$ cat src/rtl/multicycle_control.sv
// Main controller for the multicycle RV32I core: one Moore state per datapath step,
// sequencing ALU operand selects, memory port and write enables per instruction.
module multicycle_control (
   input  logic       clk,
   input  logic       reset,
   input  logic [6:0] op,
   input  logic [2:0] funct3,
   input  logic       zero,
   input  logic       lt,
   input  logic       ltu,
   output logic [2:0] immSrc,
   output logic       pcWrite,
   output logic       irWrite,
   output logic       regWrite,
   output logic       memWrite,
   output logic       adrSrc,
   output logic [1:0] aluSrcA,
   output logic [1:0] aluSrcB,
   output logic [1:0] aluOp,
   output logic [1:0] resultSrc,
   output logic       instrDone,
   output logic       illegal
);

   typedef enum logic [3:0] {
      S_FETCH, S_DECODE, S_MEMADR, S_MEMREAD, S_MEMWB, S_MEMWRITE, S_EXECR,
      S_EXECI, S_LUI, S_ALUWB, S_BRANCH, S_JALR, S_JAL, S_TRAP
   } state_t;

   state_t r_state;
   state_t w_next;
   logic   w_taken;

   always_ff @(posedge clk) begin
      if (reset) r_state <= S_FETCH;
      else       r_state <= w_next;
   end

   always_comb begin
      w_next = r_state;
      case (r_state)
         S_FETCH:    w_next = S_DECODE;
         S_DECODE: begin
            case (op)
               7'b0000011, 7'b0100011: w_next = S_MEMADR;
               7'b0110011:             w_next = S_EXECR;
               7'b0010011:             w_next = S_EXECI;
               7'b1100011:             w_next = (funct3[2:1] == 2'b01) ? S_TRAP : S_BRANCH;
               7'b1101111:             w_next = S_JAL;
               7'b1100111:             w_next = S_JALR;
               7'b0110111:             w_next = S_LUI;
               7'b0010111:             w_next = S_ALUWB;
               default:                w_next = S_TRAP;
            endcase
         end
         S_MEMADR:   w_next = op[5] ? S_MEMWRITE : S_MEMREAD;
         S_MEMREAD:  w_next = S_MEMWB;
         S_EXECR, S_EXECI, S_LUI, S_JAL: w_next = S_ALUWB;
         S_JALR:     w_next = S_JAL;
         S_MEMWB, S_MEMWRITE, S_ALUWB, S_BRANCH: w_next = S_FETCH;
         S_TRAP:     w_next = S_TRAP;
         default:    w_next = S_FETCH;
      endcase
   end

   always_comb begin
      case (funct3)
         3'b000:  w_taken = zero;
         3'b001:  w_taken = ~zero;
         3'b100:  w_taken = lt;
         3'b101:  w_taken = ~lt;
         3'b110:  w_taken = ltu;
         3'b111:  w_taken = ~ltu;
         default: w_taken = 1'b0;
      endcase
   end

   always_comb begin
      case (op)
         7'b0000011, 7'b0010011, 7'b1100111: immSrc = 3'b000;
         7'b0100011:                         immSrc = 3'b001;
         7'b1100011:                         immSrc = 3'b010;
         7'b1101111:                         immSrc = 3'b011;
         7'b0110111, 7'b0010111:             immSrc = 3'b100;
         default:                            immSrc = 3'b000;
      endcase
   end

   // Outputs are forced idle while reset is high so an aborted instruction writes nothing.
   always_comb begin
      pcWrite   = 1'b0;
      irWrite   = 1'b0;
      regWrite  = 1'b0;
      memWrite  = 1'b0;
      adrSrc    = 1'b0;
      aluSrcA   = 2'b00;
      aluSrcB   = 2'b00;
      aluOp     = 2'b00;
      resultSrc = 2'b00;
      instrDone = 1'b0;
      illegal   = 1'b0;
      if (!reset) begin
         case (r_state)
            S_FETCH: begin
               irWrite   = 1'b1;
               pcWrite   = 1'b1;
               aluSrcB   = 2'b10;
               resultSrc = 2'b10;
            end
            S_DECODE: begin
               aluSrcA = 2'b01;
               aluSrcB = 2'b01;
            end
            S_MEMADR: begin
               aluSrcA = 2'b10;
               aluSrcB = 2'b01;
            end
            S_MEMREAD: adrSrc = 1'b1;
            S_MEMWB: begin
               resultSrc = 2'b01;
               regWrite  = 1'b1;
               instrDone = 1'b1;
            end
            S_MEMWRITE: begin
               adrSrc    = 1'b1;
               memWrite  = 1'b1;
               instrDone = 1'b1;
            end
            S_EXECR: begin
               aluSrcA = 2'b10;
               aluOp   = 2'b10;
            end
            S_EXECI: begin
               aluSrcA = 2'b10;
               aluSrcB = 2'b01;
               aluOp   = 2'b10;
            end
            S_LUI: begin
               aluSrcA = 2'b11;
               aluSrcB = 2'b01;
            end
            S_ALUWB: begin
               regWrite  = 1'b1;
               instrDone = 1'b1;
            end
            S_BRANCH: begin
               aluSrcA   = 2'b10;
               aluOp     = 2'b01;
               pcWrite   = w_taken;
               instrDone = 1'b1;
            end
            S_JALR: begin
               aluSrcA = 2'b10;
               aluSrcB = 2'b01;
            end
            // PC takes ALUOut (branch-style target or rs1+imm from JALR) while ALU forms oldPC+4.
            S_JAL: begin
               aluSrcA = 2'b01;
               aluSrcB = 2'b10;
               pcWrite = 1'b1;
            end
            S_TRAP:  illegal = 1'b1;
            default: illegal = 1'b0;
         endcase
      end
   end

endmodule

$ cat config.mk
export PLATFORM = sky130hd
export DESIGN_NAME = multicycle_control
export DESIGN_NICKNAME = d
export VERILOG_FILES = /design/src/rtl/multicycle_control.sv
export SDC_FILE = /design/constraint.sdc
export NUM_CORES = 1
export LEC_CHECK = 0
export CORE_AREA = 2 2 44 46
export CTS_BUF_LIST = sky130_fd_sc_hd__clkbuf_8 sky130_fd_sc_hd__clkbuf_16
export CTS_CLUSTER_SIZE = 40
export DETAILED_ROUTE_END_ITERATION = 7
export DIE_AREA = 0 0 46 48
export PLACE_DENSITY = 0.8
export SLEW_MARGIN = 20
export SYNTH_ARGS = -nofsm -noshare
export SYNTH_HDL_FRONTEND = slang
export SYNTH_SLANG_ARGS = --single-unit
$ cat constraint.sdc
create_clock -name clk -period 3.4 [get_ports clk]
set_clock_uncertainty 0.05 [all_clocks]
set_input_delay 1.02 -clock clk [delete_from_list [all_inputs] [get_ports clk]]
set_output_delay 1.02 -clock clk [all_outputs]
set_load 0.01 [all_outputs]
==> results of run 1 <==
## cell families after synthesis
logic type,Yosys count
AOI/OAI and AO/OA,28
xor gates and xnor gates,6
buffers and inverters,16
DFF,4
muxes,1
and+or+nand+nor,51
## power by group
part	switching (uW)	total, uW	leakage, uW	internal (uW)
Combinational	72.4	161	0.000519	88.5
Sequential	14.0	66.6	0.0000330	52.6
Clock	25.8	101	0.0000216	75.6
## repair_timing
item | 4_1_cts | 5_1_grt
cloned | 0 | 0
pin swaps | 0 | 3
endpoints found under the setup margin | 18 | 5
resized for setup | 16 | 7
setup buffers | 0 | 2
## Yosys cell counts, drive strengths merged, types with 3 or more instances
cell type  count
nor2b          3
inv            6
xnor2          4
nand2b         6
nor2           9
or3            3
a21oi          4
nor3b          3
and3           3
buf            9
o21ai          5
nor3           4
a211oi         5
dfxtp          4
nand2         10
## per-stage QoR
step           hold WS, ps  area, sq um  utilization (%)  worst slack [ps]
2_1_floorplan          619          714                -               424
3_3_place_gp           716         1150             67.9              -420
3_5_place_dp           738         1150             67.9              -467
4_1_cts                748         1180             69.6              5.47
5_1_grt                800         1200             71.0             -23.1
6_report               758         1200             71.0              39.0
## path summary, 6_finish.rpt
| path | slack [ps] | to | startpoint | cells past startpoint |
|---|---|---|---|---|
| hold reg to reg | 760 | r_state[3] | r_state[3] | 3 |
| setup / recovery | 40 | immSrc[2] | op[2] | 5 |
| setup reg to reg | 1880 | r_state[2] | r_state[1] | 5 |
| hold / removal | 760 | r_state[3] | r_state[3] | 3 |
## worst max-delay path, delay by kind of cell
family                 cells  cell delay, ps
buffers and inverters      3             890
and+or+nand+nor            2             380
## per-layer routing
layer / track usage [%] / up-vias
li1: - / 469
met3: 4.53 / 0
met2: 43.3 / 25
met1: 24.3 / 406
met5: 0 / -
met4: 0 / 0
## cell usage in the layout (no fill, tap or decap), drive strengths merged, types with 2 or more instances in the layout
cell	instances
dlymetal6s2s	3
dfxtp	4
o21a	2
o21ai	5
a31oi	2
and3	3
a211oi	5
nand2b	6
dlygate4sd2	9
xnor2	4
and2	2
nor2b	3
buf	23
xor2	2
or2	2
nand2	10
nor2	9
nor3	4
clkbuf	4
nor3b	3
clkdlybuf4s50	18
a21oi	4
or3	3
inv	6
## layout make-up
cell class | count | area (sq um)
clock buffer | 3 | 41.3
fill | 162 | 489
inverter | 6 | 22.5
multi-input combinational | 86 | 559
sequential | 4 | 80.1
tap | 17 | 21.3
timing repair buffer | 54 | 475
==> out/qor.csv, run 1 <==
metric,value,unit
top_register,r_state,
drt-total-wl,2170,um
syn_area_per_cell,6.74,sq um
finalMaxSlewViolations,0,
worstPathRequired,2330,ps
row_count,15,
drv_cap,0,
synth_top_family_by_area,simple AND/OR/NAND/NOR gates,
synth_area,714,sq um
finalHoldViolations,0,
grt_antenna_before_repair,0,
drtIter0Drc,13,
synthTopCellsByArea,"dfxtp_1 11%, nand2_1 5.3%, nand2b_1 5.3%",
crit_path_top_delay_cell,clkdlybuf4s50_1,
clock_latency,220,ps
cts_tree,done,
io_pins,33,
highest-signal-layer,met3,
period_minus_slack,3360,ps
drc,0,
yosys.area_share.simple,39.2,%
cts_root_buffer,clkbuf_8,
drive_gt1_share,23.5,%
hpwl,1580,um
ys_warn_count,0,
initial_utilization,42.3,%
crit_type,in -> out,
cts_hold_buf,0,
synth_xor_xnor_area_share,7.36,%
ys_types,42,
clk_path_buf_depth,2,
slew_headroom,73.0,%
worst_slew_pin_slew,405,ps
synthCells,106,
cp_max_fo,9,
io_buffers,32,
p_per_area,274,mW/mm^2
cts.clk_slew.worst_paths,30,ps
synth_seq_cells,4,
cp-end-kind,output pin,
synth_compound_gate_area_share,29.4,%
syn_to_final_growth,68.0,%
async_reset_ff_share,0,%
wl_met1,879,um
wl_met3,85,um
setup_viol,0,
die_area,0.00221,sq mm
critPathLaunchType,input pin,
grt_pass1_vias,837,
yosysSeqAreaShare,11.2,%
grt_pass1_wl,3530,um
ant_nets,0,
cts_sinks,4,
fp.dieW,46,um
via_per_inst,5.29,
slowest_delay,460,ps
dp_cells,165,
yosysTopAreaCellShare,11.2,%
wl_per_cell,12.8,um
drt_pre_antenna_iters,4,
diodes,0,
synth_edf_count,0,
finalCritPeriodShare,98.9,%
nets,170,
die_h,48,um
vdd_drop_max,183,uV
fin_setup_tns,0,ps
vias,900,
grt_overflow_total,0,
numCtsBuffers,3,
synth_mux_area_share,1.40,%
hold_path.class,reg -> reg,
finalNonFillerCells,170,
synth_area_leader_cell,dfxtp_1,
largest_reg_flops,4,
grt_use_total,21.5,%
gp_congestion,0.851,
grt_start_max_net_pins,14,
synth_ff_type,dfxtp_1,
wl_met2,1210,um
total_power,329,uW
synth_adder_area_share,0,%
status,finished clean,
placeableCoreArea,0.00169,sq mm
synth_nets,121,
htreeDepth,1,
cp_cell_sequence,clkdlybuf4s50_1 > buf_4 > nor2b_1 > and3_1 > dlygate4sd2_1,
max_freq,298,MHz
reg.largest.list,r_state: 4 flops,
crit_arrival,2290,ps
leakage,0.000574,uW
Power figures use the tool's default switching activity.
==> run 2, diff against run 1 <==
- CORE_AREA: 2 2 44 46 -> 2 2 43 45
- CTS_BUF_LIST: sky130_fd_sc_hd__clkbuf_8 sky130_fd_sc_hd__clkbuf_16 -> sky130_fd_sc_hd__clkbuf_8
- CTS_CLUSTER_SIZE: 40 -> 14
- DIE_AREA: 0 0 46 48 -> 0 0 45 47
- PLACE_DENSITY: 0.8 -> 0.84
==> run 2 against run 1 <==
Net effect: critical path depth increased by 1; sequential power about the same; highest routed layer is now met4; final area up 0.52%; total power shrank 0.33%; sequential share of layout area about the same; worst setup slack improved by 1.0 ps; global-route usage up 0.38 points; die area is 4.2% lower; register-to-register slack about the same; non-clock buffer count did not move; core utilization increased by 2.0 points.
==> out/qor.csv, run 2 (synthesis gave the netlist of run 1 again) <==
metric,value,unit,change
status,finished clean,,
worstSetupStartpoint,funct3[1],,
finish.instance_area,0.00121,sq mm,+0.52%
gp_congestion,0.827,,-2.8%
syn_to_final_growth,68.8,%,
min_from,r_state[3],,
vias,996,,+11%
worstReg2RegStart,r_state[1],,
crit_arrival,2290,ps,about the same
wl_per_cell,13.0,um,+1.9%
io_buffers,32,,unchanged
worstPathRequired,2330,ps,about the same
rr_worst_depth,4,,-1
die_h,47,um,-2.1%
r2r_setup_slack,1870,ps,about the same
whs,744,ps,-14.7 ps
cp-end-kind,output pin,,
cts_tree,done,,
placeableCoreArea,0.00165,sq mm,-2.2%
reg.largest.list,r_state: 4 flops,,
row_count,15,,unchanged
cts_sinks,4,,unchanged
drt_pre_antenna_iters,4,,unchanged
timing.rr.end,r_state[2],,
cts_hold_buf,0,,unchanged
htreeDepth,1,,unchanged
layout_common_cells,"20 x buf_4, 19 x clkdlybuf4s50_1, 10 x nand2_1, 9 x nor2_1, 9 x dlygate4sd2_1",,
setup_viol,0,,unchanged
cts.clk_slew.worst_paths,30,ps,about the same
drive_gt1_share,24.8,%,+1.3 points
fillers,135,,-17%
numCtsBuffers,3,,unchanged
grt_overflow_total,0,,unchanged
period_minus_slack,3360,ps,-1.01 ps
hpwl,1690,um,+6.7%
slew_headroom,69.8,%,-3.1 points
p_per_area,272,mW/mm^2,-0.85%
largest_reg_flops,4,,unchanged
diodes,0,,unchanged
finalMaxSlewViolations,0,,unchanged
via_per_inst,5.86,,+11%
grt_start_max_net_pins,16,,+2
clk_path_buf_depth,2,,unchanged
finalHoldViolations,0,,unchanged
cts_root_buffer,clkbuf_8,,
grt_use_total,21.9,%,+0.38 points
drt-total-wl,2220,um,+1.9%
grt_pass1_vias,880,,+5.1%
holdPathStages,3,,unchanged
drc,0,,unchanged
mostFrequentLayoutCell,buf_4,,
crit_type,in -> out,,
worst_slew_pin_slew,452,ps,+47.0 ps
critPathLaunchType,input pin,,
grt_antenna_before_repair,0,,unchanged
fp.dieW,45,um,-2.2%
placed_area,0.00115,sq mm,unchanged
grt_pass1_wl,3460,um,-2.2%
ant_nets,0,,unchanged
drtIter0Drc,30,,+17
finalCritPeriodShare,98.8,%,about the same
vdd_drop_max,148,uV,-20%
max_freq,298,MHz,about the same
top_register,r_state,,
leakage,0.000552,uW,-3.8%
die_area,0.00212,sq mm,-4.2%
crit_path_end,pcWrite,,
drv_cap,0,,unchanged
nets,170,,unchanged
initial_utilization,43.3,%,+0.96 points
hold_path.class,reg -> reg,,
cp_max_fo,2,,-7
io_pins,33,,unchanged
clock_latency,210,ps,about the same
[run 2: how the worst min path moves through the flow]
| stage | endpoint | slack [ps] |
|---|---|---|
| 2_1_floorplan | r_state[0] | 620 |
| 3_3_place_gp | r_state[3] | 700 |
| 3_5_place_dp | r_state[3] | 720 |
| 4_1_cts | r_state[3] | 720 |
| 5_1_grt | r_state[3] | 760 |
| 6_report | r_state[3] | 740 |
[run 2: report_power, final]
| group | switching (uW) | internal [uW] | leakage (uW) |
|---|---|---|---|
| Combinational | 74.9 | 89.5 | 0.000497 |
| Clock | 21.7 | 75.2 | 0.0000216 |
| Sequential | 13.9 | 52.6 | 0.0000330 |
[run 2: area by class of cell]
cell class / instances / area (sq um) / share of cell area (%)
inverter: 6 / 22.5 / 1.87
tap: 17 / 21.3 / 1.76
clock buffer: 3 / 41.3 / 3.42
sequential: 4 / 80.1 / 6.64
timing repair buffer: 54 / 474 / 39.3
multi-input combinational: 86 / 567 / 47.0
[run 2: critical path, cell delays in order]
cell             delay (ps)
clkdlybuf4s50_1         500
mux2i_1                 240
xnor2_1                 160
a21oi_1                 100
o21bai_1                120
buf_2                   140
[run 2: metal layers]
metal  vias up  global-route usage, %  wire, um
li1        474                      -         -
met1       462                   21.1       842
met2        51                   44.9      1180
met3         9                   3.46       141
met4         0                   10.0        53
met5         -                      0         0
[run 2: repair_timing]
| action | in CTS | in global routing |
|---|---|---|
| setup endpoints to repair | 18 | 4 |
| pin swaps | 0 | 1 |
| gates cloned | 0 | 0 |
| buffers inserted | 0 | 2 |
| resized for setup | 20 | 6 |
[run 2: stage by stage]
step	utilization [%]	setup WS, ps	TNS, ps	std cells	power [uW]
3_3_place_gp	69.5	-417	-3410	165	227
4_1_cts	71.0	14.2	0	168	324
2_1_floorplan	-	424	0	106	156
6_report	73.0	40.0	0	170	328
5_1_grt	73.0	-15.0	-15.0	170	347
3_5_place_dp	69.5	-427	-3720	165	233
